==> config.mk <==
export PLATFORM = sky130hd
export DESIGN_NAME = piso_serializer_hs
export DESIGN_NICKNAME = d
export VERILOG_FILES = /design/src/rtl/piso_pkg.sv /design/src/rtl/piso_serializer_hs_hold.sv /design/src/rtl/piso_serializer_hs.sv
export SDC_FILE = /design/constraint.sdc
export NUM_CORES = 1
export LEC_CHECK = 0
export BUFFER_PORTS_ARGS = -buffer_cell sky130_fd_sc_hd__buf_4
export CORE_UTILIZATION = 49
export CTS_CLUSTER_SIZE = 20
export DETAILED_ROUTE_END_ITERATION = 12
export PLACE_DENSITY = 0.73
export SLEW_MARGIN = 5
export SYNTH_ARGS = -nofsm -noshare
export SYNTH_HDL_FRONTEND = slang
export SYNTH_HIERARCHICAL = 1
export SYNTH_SLANG_ARGS = --single-unit
==> constraint.sdc <==
create_clock -name clk -period 1.3 [get_ports clk]
set_input_delay 0 -clock clk [delete_from_list [all_inputs] [get_ports clk]]
set_output_delay 0 -clock clk [all_outputs]
set_load 0.005 [all_outputs]
==> src/rtl/piso_pkg.sv <==
// Shared types and helpers for the handshaked PISO serializer.
package piso_pkg;

  typedef enum logic {
    IDLE  = 1'b0,
    SHIFT = 1'b1
  } piso_state_t;

  // The bit that leaves first is the MSB or the LSB, depending on the chosen bit order.
  function automatic logic bit_sel(input logic msb, input logic lsb, input logic lsb_first);
    return lsb_first ? lsb : msb;
  endfunction

endpackage

==> src/rtl/piso_serializer_hs_hold.sv <==
// One-entry valid/ready holding buffer that decouples the producer from the shifter.
module piso_hold_buf #(
  parameter int WIDTH = 8
) (
  input  logic             clk,
  input  logic             rst,
  input  logic             s_valid,
  output logic             s_ready,
  input  logic [WIDTH-1:0] s_data,
  input  logic             pop,
  output logic [WIDTH-1:0] hold_data,
  output logic             hold_valid
);

  logic [WIDTH-1:0] hold_reg;

  assign s_ready   = !hold_valid && !rst;
  assign hold_data = hold_reg;

  // An accept needs an empty buffer and a pop needs a full one, so the two never coincide.
  always_ff @(posedge clk) begin
    if (rst) begin
      hold_valid <= 1'b0;
      hold_reg   <= '0;
    end else if (s_valid && s_ready) begin
      hold_reg   <= s_data;
      hold_valid <= 1'b1;
    end else if (pop) begin
      hold_valid <= 1'b0;
    end
  end

endmodule

==> src/rtl/piso_serializer_hs.sv <==
// Parallel-in/serial-out shifter with input handshake, gap-free word chaining and framing flags.
module piso_serializer_hs
  import piso_pkg::*;
#(
  parameter int   WIDTH      = 8,
  parameter bit   LSB_FIRST  = 1'b0,
  parameter logic IDLE_LEVEL = 1'b0
) (
  input  logic             clk,
  input  logic             rst,
  input  logic             s_valid,
  output logic             s_ready,
  input  logic [WIDTH-1:0] s_data,
  input  logic             ser_en,
  output logic             ser_out,
  output logic             ser_valid,
  output logic             ser_first,
  output logic             ser_last,
  output logic             busy
);

  localparam int CW = (WIDTH > 1) ? $clog2(WIDTH) : 1;
  localparam logic [CW-1:0] LAST_CNT = CW'(WIDTH - 1);

  piso_state_t      state;
  logic [WIDTH-1:0] shift_reg;
  logic [CW-1:0]    bit_cnt;
  logic [WIDTH-1:0] hold_data;
  logic             hold_valid;
  logic             end_of_word;
  logic             load;

  assign end_of_word = (state == SHIFT) && ser_en && (bit_cnt == LAST_CNT);
  assign load        = hold_valid && ((state == IDLE) || end_of_word);

  piso_hold_buf #(.WIDTH(WIDTH)) u_hold (
    .clk        (clk),
    .rst        (rst),
    .s_valid    (s_valid),
    .s_ready    (s_ready),
    .s_data     (s_data),
    .pop        (load),
    .hold_data  (hold_data),
    .hold_valid (hold_valid)
  );

  // Loading on the last bit edge chains the next word with no idle bit in between.
  always_ff @(posedge clk) begin
    if (rst) begin
      state     <= IDLE;
      bit_cnt   <= '0;
      shift_reg <= '0;
    end else if (load) begin
      shift_reg <= hold_data;
      bit_cnt   <= '0;
      state     <= SHIFT;
    end else if (end_of_word) begin
      state <= IDLE;
    end else if ((state == SHIFT) && ser_en) begin
      shift_reg <= LSB_FIRST ? {1'b0, shift_reg[WIDTH-1:1]} : {shift_reg[WIDTH-2:0], 1'b0};
      bit_cnt   <= bit_cnt + 1'b1;
    end
  end

  assign ser_valid = (state == SHIFT);
  assign ser_out   = ser_valid ? bit_sel(shift_reg[WIDTH-1], shift_reg[0], LSB_FIRST) : IDLE_LEVEL;
  assign ser_first = ser_valid && (bit_cnt == '0);
  assign ser_last  = ser_valid && (bit_cnt == LAST_CNT);
  assign busy      = ser_valid || hold_valid;

endmodule

==> reports/results.ini <==
[status]
outcome = finished with violations
violations = negative setup slack

[clock_tree]
cts-root-buf = clkbuf_4
clock_path_buffers = 2
clk_transition_reported_paths_ns = 0.11
clock-sinks = 21
cts_tree = built
worstSkewPairLatency_ns = 0.29
cts_max_level = 1
cts_inserted_buffers = 3

[job]
max-cap-violations = 0

[timing]
rsz0062_at_grt = true
finalSetupViolations = 13
fin_worst_skew_ns = 0.00621
period_share = 1.08
fin_tns_setup_ns = -0.515
drv_slew = 0
fin_crit_ns = 1.40
relSlewSlack = 0.817
hold_viol_final = 0
tightest_slew_ns = 0.274
worst_slack_ns = -0.102
max_freq_ghz = 0.713

[synthesis]
synth_xor_area_frac = 0.00758
synth_compound_area_frac = 0.200
synth_nets = 141
synth_top_family_by_area = simple AND/OR/NAND/NOR gates
synth.area.mux_share = 0.0173
synth.top_cell.area_share = 0.364
synth.cell_area_um2 = 1150
yosys.area.top_type = dfxtp_1
ys_seq_elements = 21
synth_fa_ha_area_frac = 0.0325
synthDistinctLibCells = 33
syn_inst = 126
synthSimpleGateAreaFrac = 0.321
synth.avg_cell_area_um2 = 9.17
ys_seq_area_frac = 0.364
yosysWarnings = 6
ys_top_cells_by_area = dfxtp_1, nand4bb_1, o211a_1, nor2_1, nand2b_1

[final_layout]
nFillCells = 186
utilization = 0.675
nNetsFinal = 170
layout-drive-gt1-share = 0.286
syn_to_final_growth_pct = 29.4
n_antenna_cell = 0

[setup_path]
critPathRequiredTime_ns = 1.49
reg2regPathDepth = 5
startpoint = bit_cnt[0]
crit_arrival_ns = 1.59
crit_path_max_fanout = 4
r2r-end = bit_cnt[2]
setup.worst_path.end = bit_cnt[2]
r2r_slack_ns = -0.10
end_kind = flip-flop
path_class = reg -> reg
r2r_start = bit_cnt[0]
worst_setup_path_start_kind = flip-flop

[power]
total_power_mw = 1.38
clock_power_share = 0.221
power_density_nw_per_um2 = 924
p_leak_nw = 0.640
seq_power_share = 0.532
combPwrFrac = 0.246
swShare = 0.275
p_int_mw = 1.00
ir_drop_mv = 0.704
p_sw_mw = 0.379

[min_path]
hold_start = s_valid
hold_path_class = in -> reg

[grt]
grt_remaining_overflow = 0
antenna_found_initial = 0
grt_first_pass_wirelength_mm = 3.91
track_usage = 0.203
grt_max_degree = 31
grt_pass1_vias = 922

[floorplanning]
initial_utilization = 0.522
chipHeight_um = 50.5
core_um2 = 2210
io_pins = 18
die_w_um = 50.5
dieArea_um2 = 2550
rows = 17

[place]
dp_hpwl_mm = 1.50
gp_congestion = 0.739
port_buffers = 17

[detailed_routing]
drc_errors = 0
dr.first_iter.drc_count = 22
drtAntennaViolNets = 0
wl_per_cell_um = 12.3
vias = 946
totalWireLength_mm = 2.25
viasPerCell = 5.20
drtPass1Iterations = 4

## worst max-delay path: stages, from the launching register on
cell and delay, ns:
dfxtp_2 0.36, ha_4 0.16, ha_4 0.17, nand3b_1 0.28, mux2i_1 0.27, nor3_2 0.06
## routing by layer
metal  up-vias  share of wire  global-route usage
li1        501              -                   -
met1       421           0.48               0.262
met2        22           0.47               0.333
met3         2          0.032              0.0182
met4         0          0.012               0.106
met5         -              0                   0
## power by group through the flow
stage                     registers (mW)  logic, mW  clock network, mW
after floorplan                    0.745      0.211                  0
after global placement             0.747      0.302                  0
after detailed placement           0.747      0.309                  0
after CTS                          0.734      0.331              0.316
after global routing               0.741      0.380              0.338
final                              0.735      0.340              0.305
## Yosys cell counts, drive strengths merged
cell type and instances:
clkbuf 4, dfxtp 21, a21boi 1, o211a 7, inv 4, o211ai 1
a21bo 1, nand2b 9, nor3 3, nor3b 7, ha 3, o21ba 1
and2b 1, nand3 1, o21ai 15, nor2 16, nand2 2, xnor2 1
a21oi 9, nand4bb 8, and2 2, nand3b 1, or2 1, mux2i 2
buf 4, nor2b 1
## metrics by stage
| step | instances | setup WS [ns] | hold slack (ns) | cell area, um^2 |
|---|---|---|---|---|
| 2_1_floorplan | 126 | 0.00567 | 0.167 | 1160 |
| 3_5_place_dp | 170 | -0.150 | 0.280 | 1340 |
| 3_3_place_gp | 170 | -0.0592 | 0.279 | 1340 |
| 5_1_grt | 182 | -0.158 | 0.0294 | 1490 |
| 4_1_cts | 182 | -0.0951 | 0.0204 | 1480 |
| 6_report | 182 | -0.102 | 0.0283 | 1490 |
## worst min path at each step
stage                                endpoint  slack [ns]  cells after the start
after floorplan           u_hold/hold_data[0]        0.17                      2
after global placement    u_hold/hold_data[7]        0.28                      3
after detailed placement  u_hold/hold_data[4]        0.28                      3
after CTS                 u_hold/hold_data[2]        0.02                      3
after global routing      u_hold/hold_data[0]        0.03                      3
final                     u_hold/hold_data[2]        0.03                      3
## final cells by class
class | count | area (um^2) | area share
multi-input cells | 93 | 713 | 0.477
flip-flops and latches | 21 | 423 | 0.283
repair buffers | 32 | 277 | 0.185
well taps | 28 | 35.0 | 0.0235
clock buffers | 4 | 26.3 | 0.0176
inverters | 4 | 20.0 | 0.0134
## cells in the final DEF (no fill, tap or decap)
cell           count
inv_6              1
buf_4             22
nand2b_4           1
clkbuf_1           1
inv_2              1
and2_1             1
nand2b_1           8
o211a_1            7
nor2b_4            1
a21bo_4            1
a21boi_1           1
o21ba_1            1
ha_1               1
nand4bb_1          8
or2_1              1
mux2i_1            2
and2b_1            1
nor3_2             3
buf_12             1
and2_4             1
dfxtp_1           19
a21oi_1            9
ha_4               2
nand3_1            1
o21ai_0            3
xnor2_1            1
nand3b_1           1
o21ai_1           12
nor3b_2            3
o211ai_1           1
nor3b_1            4
nand2_8            1
dlygate4sd3_1      8
buf_6              1
nand2_1            1
inv_1              2
dfxtp_2            2
nor2_1            16
clkbuf_4           3
## cell families (layout without fill, tap and decap cells)
family | Yosys count | after routing
mux | 2 | 2
compound gates | 35 | 35
simple gates | 52 | 52
buf+inv | 12 | 40
xor+xnor | 1 | 1
fa+ha+maj | 3 | 3
flops | 21 | 21
## what timing repair did
action	in CTS	in global routing
resized for setup	8	5
pin swaps	4	1
setup buffers	0	0
hold buffers	8	0
setup endpoints to repair	14	14
cloned	0	0
hold endpoints to repair	8	0
Power figures use the tool's default switching activity.
